[src/rtl/timer_prescaler.sv]
// Clock-enable prescaler for the timer counter: emits a one-cycle tick every
// 2^(cks+1) cycles while enabled, with glitch-free divide-select changes.
//
//  state | meaning
//  ------+-----------------------------------------------------------
//  IDLE  | divider held at zero, no ticks, sel_active follows cks
//  RUN   | divider counting, tick when the selected low bits are all ones
module timer_prescaler (
    input  logic       clk,
    input  logic       rst,
    input  logic       pre_en,
    input  logic       restart,
    input  logic [1:0] cks,
    output logic       clk_ena,
    output logic [1:0] sel_active,
    output logic       running
);

    typedef enum logic {
        IDLE = 1'b0,
        RUN  = 1'b1
    } state_t;

    state_t     state_q;
    logic [3:0] div_q;
    logic [1:0] sel_q;
    logic       ena_q;
    logic       run_q;

    logic [3:0] mask_d;
    logic       tick_due_d;
    logic [3:0] div_inc_d;

    always_comb begin
        mask_d = 4'b0001;
        case (sel_q)
            2'd0:    mask_d = 4'b0001;
            2'd1:    mask_d = 4'b0011;
            2'd2:    mask_d = 4'b0111;
            default: mask_d = 4'b1111;
        endcase
    end

    assign tick_due_d = ((div_q & mask_d) == mask_d);

    // A select change restarts the divider so the new period is always whole,
    // even when switching to a slower rate with stale upper divider bits.
    assign div_inc_d = (tick_due_d && (cks != sel_q)) ? 4'd0 : div_q + 4'd1;

    always_ff @(posedge clk) begin
        if (rst) begin
            state_q <= IDLE;
            div_q   <= 4'd0;
            sel_q   <= 2'd0;
            ena_q   <= 1'b0;
            run_q   <= 1'b0;
        end else begin
            case (state_q)
                IDLE: begin
                    div_q <= 4'd0;
                    ena_q <= 1'b0;
                    sel_q <= cks;
                    if (pre_en) begin
                        state_q <= RUN;
                        run_q   <= 1'b1;
                    end else begin
                        run_q   <= 1'b0;
                    end
                end
                RUN: begin
                    if (!pre_en) begin
                        state_q <= IDLE;
                        run_q   <= 1'b0;
                        div_q   <= 4'd0;
                        ena_q   <= 1'b0;
                        sel_q   <= cks;
                    end else if (restart) begin
                        run_q   <= 1'b1;
                        div_q   <= 4'd0;
                        ena_q   <= 1'b0;
                        sel_q   <= cks;
                    end else begin
                        run_q   <= 1'b1;
                        div_q   <= div_inc_d;
                        ena_q   <= tick_due_d;
                        if (tick_due_d) begin
                            sel_q <= cks;
                        end
                    end
                end
                default: begin
                    state_q <= IDLE;
                    run_q   <= 1'b0;
                    div_q   <= 4'd0;
                    ena_q   <= 1'b0;
                end
            endcase
        end
    end

    assign clk_ena    = ena_q;
    assign sel_active = sel_q;
    assign running    = run_q;

endmodule

[config.mk]
export PLATFORM = sky130hd
export DESIGN_NAME = timer_prescaler
export DESIGN_NICKNAME = d
export VERILOG_FILES = /design/src/rtl/timer_prescaler.sv
export SDC_FILE = /design/constraint.sdc
export NUM_CORES = 1
export LEC_CHECK = 0
export CAP_MARGIN = 20
export CORE_AREA = 4 4 41 43
export DETAILED_ROUTE_END_ITERATION = 8
export DIE_AREA = 0 0 45 47
export GPL_TIMING_DRIVEN = 0
export MAX_ROUTING_LAYER = met4
export PLACE_DENSITY_LB_ADDON = 0.08
export SYNTH_ARGS = -nofsm -noshare
export SYNTH_HDL_FRONTEND = slang
export SYNTH_SLANG_ARGS = --single-unit
[constraint.sdc]
create_clock -name clk -period 1.1 [get_ports clk]
set_input_delay 0.11 -clock clk [delete_from_list [all_inputs] [get_ports clk]]
set_output_delay 0.11 -clock clk [all_outputs]
set_load 0.02 [all_outputs]
==> results.cfg, run 1 <==
[setup_path]
start_kind = register
cp_slowest_cell = dfxtp_4
critPathMaxStageDelay_ps = 360
criticalPathCategory = register to register
cp.depth = 4
rr_worst_depth = 4
r2r_slack_ps = 30
critPathCapture = sel_active[1]
worstReg2RegStart = sel_active[1]
cp_top_family = flip-flops
critPathCaptureType = register
crit_start = sel_active[1]
crit_fanout = 5
r2r-end = sel_active[1]
crit_arrival_ps = 1240
crit_buf_inv = 0
cp_cell_sequence = nor2b_4, o21ai_4, a21oi_4, mux2i_1
cp_data_required_time_ps = 1270

[yosys]
synth_cell_type_count = 17
syn_area_sq_um = 375
ys_ff_latch = 8
syn_inst = 39
avgSynthCellArea_sq_um = 9.62
ys_warn_count = 0
synth_top_area_share_pct = 42.7
synth_nets = 46
synth_top_area_cell = dfxtp_1
seq_area_frac_synth_pct = 42.7
synth_area_leaders = dfxtp_1 43%, or2b_2 7.0%, xnor2_1 7.0%

[placement]
dpl-instance-area_sq_um = 485
place_inst = 63
dp_slack_ps = -160
gp_congestion = 0.750
dp_hpwl_um = 565
io_buffers = 9

[drt]
drt-initial-drc-count = 1
drtPass1Iterations = 2
via_per_inst = 4.37
avgRoutedWirePerCell_um = 11.8
drt-total-wl_um = 788
route.antenna.remaining_nets = 0
drc = 0
dr_total_vias = 293

[floorplan]
die_area_sq_um = 2120
num_rows = 13
core_sq_um = 1300
die_w_um = 45
die_y_um = 47
initial_utilization_pct = 28.8
ios = 10

[grt]
met2_usage_pct = 14.4
grt_use_met1_pct = 8.28
grt_antenna_before_repair = 0
grt_pass1_vias = 293
use_met3_pct = 6.13
grt_max_degree = 6
grt_pass1_wl_um = 1230
globalRouteTotalUtil_pct = 8.44
grt_overflow = 0
busiest_layer = met2

[layout]
syn2layout_area_growth_pct = 45.3
nets = 61
final_cells = 67
antennaDiodeCount = 0
drive_above_1_share_pct = 32.7
final_area_sq_um = 546
utilization_pct = 41.9

[sta]
tightestPinTransition_ps = 211
slew_violations = 0
finalHoldViolations = 0
whs_ps = 480
finalSetupTns_ps = 0
layout_setup_ws_ps = 25.7
relSlewSlack_pct = 86.0
rsz0062_at_grt = yes
timing.final.crit_period_ps = 1070
max_freq_mhz = 931
clock_skew_ps = 1.90
fin_crit_sh_pct = 97.7
setup_viol = 0

[pwr]
ir_drop_mv = 0.864
p_leak_nw = 0.202
p_per_area_nw_per_um2 = 1110
total_power_mw = 0.607

[cts]
hold_buffers = 0
clock-sinks = 8
clockRootBuffer = clkbuf_4
ctsLongestPathBuffers = 2
clock_latency_ps = 250
cts_buffers = 3
cts_tree = built
htreeDepth = 1
clk_pin_slew_worst_paths_ps = 50

[run]
drv_cap = 0

[worst_hold_path]
holdPathStages = 1
worstHoldPathType = register to register

[run_status]
status = finished clean
[power breakdown]
part           total (mW)  internal (mW)  leakage (nW)  switching, mW
registers           0.305          0.297        0.0667        0.00833
clock network       0.217          0.124        0.0138         0.0926
logic              0.0851         0.0491         0.122         0.0360
[area by class of cell]
cell class                 count  area, sq um
timing repair buffer          10         95.1
fill                         142          756
inverter                       2         7.51
sequential                     8          166
clock buffer                   3         22.5
multi-input combinational     29          235
tap                           15         18.8
[cell usage in the layout, fill, tap and decap left out, types with 3 or more instances in the layout]
cell type,synthesis,layout
dfxtp_1,8,5
nor2_1,5,5
xnor2_1,3,3
clkdlybuf4s50_1,0,5
clkbuf_4,0,3
nand2_1,5,5
or2b_2,3,3
dlygate4sd2_1,0,3
[registers in the layout (all words and copies together), names as in the netlist]
signal and flops:
div_q 4, sel_active 2, clk_ena 1, running 1
[layer usage]
layer,share of wire (%),vias up
met5,0,-
met4,0,0
met3,10,0
met2,54,9
met1,36,134
li1,-,150
[kinds of logic (layout without fill, tap and decap cells)]
group | after synthesis | after routing | synth area share (%)
compound gates | 4 | 4 | 10.0
xor+xnor | 4 | 4 | 9.34
fa+ha+maj | 1 | 1 | 3.33
buf+inv | 2 | 15 | 2.00
flops | 8 | 8 | 42.7
mux | 2 | 2 | 5.33
simple gates | 18 | 18 | 27.3
[cells in the mapped netlist]
cell type  number
a21boi_2        1
a21oi_2         1
a31o_1          1
dfxtp_1         8
ha_1            1
inv_1           2
mux2i_1         2
nand2_1         5
nand3_1         1
nor2_1          5
nor2b_1         2
nor2b_4         1
o21ai_2         1
or2b_1          1
or2b_2          3
xnor2_1         3
xor2_1          1
[worst min path at each step]
stage | from | end | slack (ps)
2_1_floorplan | rst | running | 190
3_3_place_gp | div_q[0] | div_q[0] | 460
3_5_place_dp | div_q[0] | div_q[0] | 460
4_1_cts | div_q[0] | div_q[0] | 480
5_1_grt | pre_en | running | 510
6_report | div_q[0] | div_q[0] | 480
[worst register-to-register path: stages, from the launching register on]
cell     delay [ps]
dfxtp_4         360
nor2b_4         160
o21ai_4          80
a21oi_4         180
mux2i_1         210
[what timing repair did]
| item | CTS | global route |
|---|---|---|
| setup buffers | 0 | 1 |
| endpoints found under the setup margin | 4 | 6 |
| gates cloned | 0 | 0 |
| hold endpoints to repair | 0 | 0 |
| pin swaps | 0 | 5 |
| resized for setup | 6 | 8 |
(Power assumes the default switching activity.)
==> inputs of run 2 (changes only) <==
- clock period: 1.1 -> 0.99 ns (I/O delays scaled with it)
==> run 2 against run 1 <==
Compared with the run above: the run now ends with setup timing left; total power is 16% higher; clock skew increased by 14 ps; worst setup slack got worse by 150 ps; critical path type unchanged; critical endpoint unchanged.
==> results.cfg, run 2 (synthesized netlist as in run 1, its figures left out) <==
[cts]
clock_latency_ps = 270
ctsLongestPathBuffers = 2
clock-sinks = 8
clk_pin_slew_worst_paths_ps = 60
cts_tree = built
cts_buffers = 3
hold_buffers = 0
clockRootBuffer = clkbuf_4
htreeDepth = 1

[grt]
globalRouteTotalUtil_pct = 9.66
grt_pass1_wl_um = 1260
grt_max_degree = 6
grt_overflow = 0
grt_antenna_before_repair = 0
grt_pass1_vias = 284

[sta]
setup_viol = 7
timing.final.crit_period_ps = 1110
max_freq_mhz = 901
rsz0062_at_grt = yes
whs_ps = 435
relSlewSlack_pct = 86.3
clock_skew_ps = 16.1
finalHoldViolations = 0
fin_crit_sh_pct = 112
finalSetupTns_ps = -621
layout_setup_ws_ps = -120
tightestPinTransition_ps = 207
slew_violations = 0

[pwr]
p_sw_mw = 0.169
p_seq_share_pct = 48.5
p_comb_share_pct = 12.2
p_int_mw = 0.535
swShare_pct = 24.0
ir_drop_mv = 0.645
p_leak_nw = 0.191
p_per_area_nw_per_um2 = 1330
p_clk_share_pct = 39.3

[drt]
drtPass1Iterations = 2
drt-initial-drc-count = 3
drc = 0
drt-total-wl_um = 783
avgRoutedWirePerCell_um = 11.7
dr_total_vias = 298
via_per_inst = 4.45
route.antenna.remaining_nets = 0

[floorplan]
core_sq_um = 1300
die_w_um = 45
die_area_sq_um = 2120
num_rows = 13
ios = 10
initial_utilization_pct = 28.8
die_y_um = 47

[setup_path]
crit_buf_inv = 0
critPathCaptureType = register
cp_data_required_time_ps = 1180
cp_top_family = flip-flops
start_kind = register
cp_cell_sequence = nor2b_4, o21ai_4, a21oi_4, mux2i_1
r2r_slack_ps = -120
crit_fanout = 5
critPathMaxStageDelay_ps = 380
criticalPathCategory = register to register
crit_arrival_ps = 1300
cp_slowest_cell = dfxtp_4

[layout]
top_register = div_q
fillers = 146
antennaDiodeCount = 0
drive_above_1_share_pct = 30.8
nets = 60
syn2layout_area_growth_pct = 41.0
final_cells = 67
mostFrequentLayoutCells = 5 x nand2_1, 5 x nor2_1, 5 x clkdlybuf4s50_1
utilization_pct = 40.7
final_area_sq_um = 529
largest_reg_flops = 4

[run_status]
status = finished, violations left
failed_checks = setup timing

[placement]
io_buffers = 9
gp_congestion = 0.708
dp_hpwl_um = 536
dpl-instance-area_sq_um = 490
place_inst = 63

[run]
drv_cap = 0

[worst_hold_path]
worstHoldPathType = input pin to register
[run 2: cell count changes in the layout (fill, tap and decap cells not counted), sizes merged]
cell | before | now
clkbuf | 3 | 6
dlygate4sd2 | 3 | 1
buf | 1 | 0
[run 2: layout make-up]
class	count	area, sq um	share of cell area, %
clock buffers	4	26.3	4.96
repair buffers	9	78.8	14.9
well taps	15	18.8	3.55
flip-flops and latches	8	168	31.7
inverters	2	7.51	1.42
multi-input cells	29	230	43.5
[run 2: path summary, 6_finish.rpt]
path                 start            end  cells after the start
max          sel_active[1]  sel_active[1]                      4
min                 pre_en        running                      2
max reg2reg  sel_active[1]  sel_active[1]                      4
min reg2reg       div_q[0]       div_q[0]                      1
[run 2: power by group through the flow]
stage | clock network (mW) | registers [mW] | logic (mW)
5_1_grt | 0.315 | 0.342 | 0.0920
6_report | 0.277 | 0.341 | 0.0860
2_1_floorplan | 0 | 0.353 | 0.0351
3_5_place_dp | 0 | 0.346 | 0.0855
4_1_cts | 0.287 | 0.339 | 0.0830
3_3_place_gp | 0 | 0.346 | 0.0849
[run 2: metal layers]
| metal | wire length [um] | track usage [%] |
|---|---|---|
| met5 | 0 | - |
| met4 | 34 | 8.77 |
| met3 | 78 | 6.13 |
| met2 | 409 | 14.1 |
| met1 | 261 | 8.49 |
[run 2: metrics by stage]
stage / power, mW / setup WS, ps
after CTS: 0.709 / -127
after global routing: 0.749 / -161
after floorplan: 0.389 / -26.7
after detailed placement: 0.432 / -288
final: 0.704 / -120
after global placement: 0.431 / -247
[run 2: timing repair]
item	4_1_cts	5_1_grt
pin swaps	3	3
gates cloned	0	0
setup buffers	0	0
setup endpoints to repair	9	9
resized for setup	6	7
==> inputs of run 3 (changes only) <==
- CELL_PAD_IN_SITES_DETAIL_PLACEMENT: not set -> 0
- CELL_PAD_IN_SITES_GLOBAL_PLACEMENT: not set -> 1
- PLACE_DENSITY_LB_ADDON: 0.08 -> 0.1
==> run 3 against run 2 <==
Compared with the run above: clock skew shrank 1.6 ps; highest routed layer unchanged; sequential share of layout area is 1.8 points lower; die area unchanged; the run still ends with setup timing left; fmax up 1.8%.
==> results.cfg, run 3 (synthesized netlist as in run 1, its figures left out) <==
[run_status]
status = finished, violations left
failed_checks = setup timing

[cts]
clk_pin_slew_worst_paths_ps = 60
htreeDepth = 1
ctsLongestPathBuffers = 2
cts_buffers = 3
clockRootBuffer = clkbuf_4
clock-sinks = 8
cts_tree = built
clock_latency_ps = 260

[setup_path]
crit_fanout = 5
criticalPathCategory = register to register
cp_data_required_time_ps = 1170
cp_cell_sequence = nor2b_4, o21ai_4, a21oi_4, mux2i_1
cp_slowest_cell = dfxtp_4
cp_top_family = flip-flops
crit_buf_inv = 0
critPathCaptureType = register
worstReg2RegStart = sel_active[1]
start_kind = register
crit_arrival_ps = 1270
critPathMaxStageDelay_ps = 370
crit_start = sel_active[1]

[sta]
finalHoldViolations = 0
max_freq_mhz = 917
clock_skew_ps = 14.5
relSlewSlack_pct = 86.5
timing.final.crit_period_ps = 1090
layout_setup_ws_ps = -101
tightestPinTransition_ps = 203
slew_violations = 0
setup_viol = 7
rsz0062_at_grt = yes
fin_crit_sh_pct = 110
whs_ps = 435

[placement]
gp_congestion = 0.709
io_buffers = 9
dp_slack_ps = -267
dp_hpwl_um = 542
dpl-instance-area_sq_um = 490

[grt]
grt_max_degree = 6
globalRouteTotalUtil_pct = 9.57
grt_overflow = 0
grt_antenna_before_repair = 0
grt_pass1_wl_um = 1320
grt_pass1_vias = 308

[layout]
largest_reg_flops = 4
syn2layout_area_growth_pct = 48.3
final_area_sq_um = 557
mostFrequentLayoutCells = 5 x nand2_1, 5 x nor2_1, 5 x dfxtp_1, 5 x clkdlybuf4s50_1
nets = 62
antennaDiodeCount = 0
drive_above_1_share_pct = 33.3
top_register = div_q

[drt]
drt-total-wl_um = 780
drc = 0
drt-initial-drc-count = 4
avgRoutedWirePerCell_um = 11.3
route.antenna.remaining_nets = 0
dr_total_vias = 305
via_per_inst = 4.42
drtPass1Iterations = 4

[pwr]
p_leak_nw = 0.206
total_power_mw = 0.713
p_per_area_nw_per_um2 = 1280
ir_drop_mv = 0.450

[floorplan]
die_area_sq_um = 2120
ios = 10
die_y_um = 47
core_sq_um = 1300
die_w_um = 45
num_rows = 13
initial_utilization_pct = 28.8

[run]
drv_cap = 0

[worst_hold_path]
worstHoldPathType = input pin to register
hp-start = pre_en
## run 3: changes by cell type in the layout (fill, tap and decap cells not counted)
| cell | change |
|---|---|
| buf_4 | +2 |
| xnor2_2 | +1 |
| dfxtp_1 | +1 |
| xnor2_1 | -1 |
| clkdlybuf4s15_2 | +1 |
| dfxtp_2 | -1 |
| clkbuf_2 | -1 |
## run 3: repair_timing
action / 4_1_cts / 5_1_grt
setup endpoints to repair: 9 / 8
hold endpoints to repair: 0 / 0
hold buffers: 0 / 0
gates resized for setup: 8 / 5
pin swaps: 4 / 3
setup buffers: 1 / 1
cloned: 0 / 0
## run 3: path summary, 6_finish.rpt
kind	end	slack, ps	cells after the start
setup / recovery	sel_active[1]	-100	4
hold / removal	running	440	2
setup reg to reg	sel_active[1]	-100	4
hold reg to reg	div_q[0]	470	1
## run 3: layout make-up
cell class                 count  area, sq um
clock buffer                   4         26.3
fill                         146          744
inverter                       2         7.51
multi-input combinational     29          238
sequential                     8          166
tap                           15         18.8
timing repair buffer          11          100
## run 3: worst reg2reg max path: stages, from the launching register on
cell,delay (ps)
dfxtp_4,370
nor2b_4,160
o21ai_4,80
a21oi_4,190
mux2i_1,220
## run 3: per-layer routing
| metal | global-route usage (%) | vias up | part of all wire (%) | wire (um) |
|---|---|---|---|---|
| met2 | 14.4 | 12 | 53 | 411 |
| met5 | - | - | 0 | 0 |
| met1 | 9.40 | 137 | 36 | 282 |
| li1 | - | 154 | - | - |
| met4 | 5.26 | 0 | 0.77 | 6 |
| met3 | 6.13 | 2 | 10 | 79 |
## run 3: per-stage QoR
| step | std cells | util, % | TNS [ps] |
|---|---|---|---|
| detailed placement | 63 | 37.7 | -1390 |
| floorplan | 39 | - | -53.2 |
| global placement | 63 | 37.7 | -1260 |
| global route | 69 | 42.8 | -918 |
| CTS | 68 | 40.8 | -598 |
| finish | 69 | 42.8 | -558 |
## run 3: where the power goes
group          internal [mW]  total (mW)  switching [mW]
Sequential             0.330       0.339         0.00900
Combinational         0.0592       0.101          0.0413
Clock                  0.155       0.273           0.119
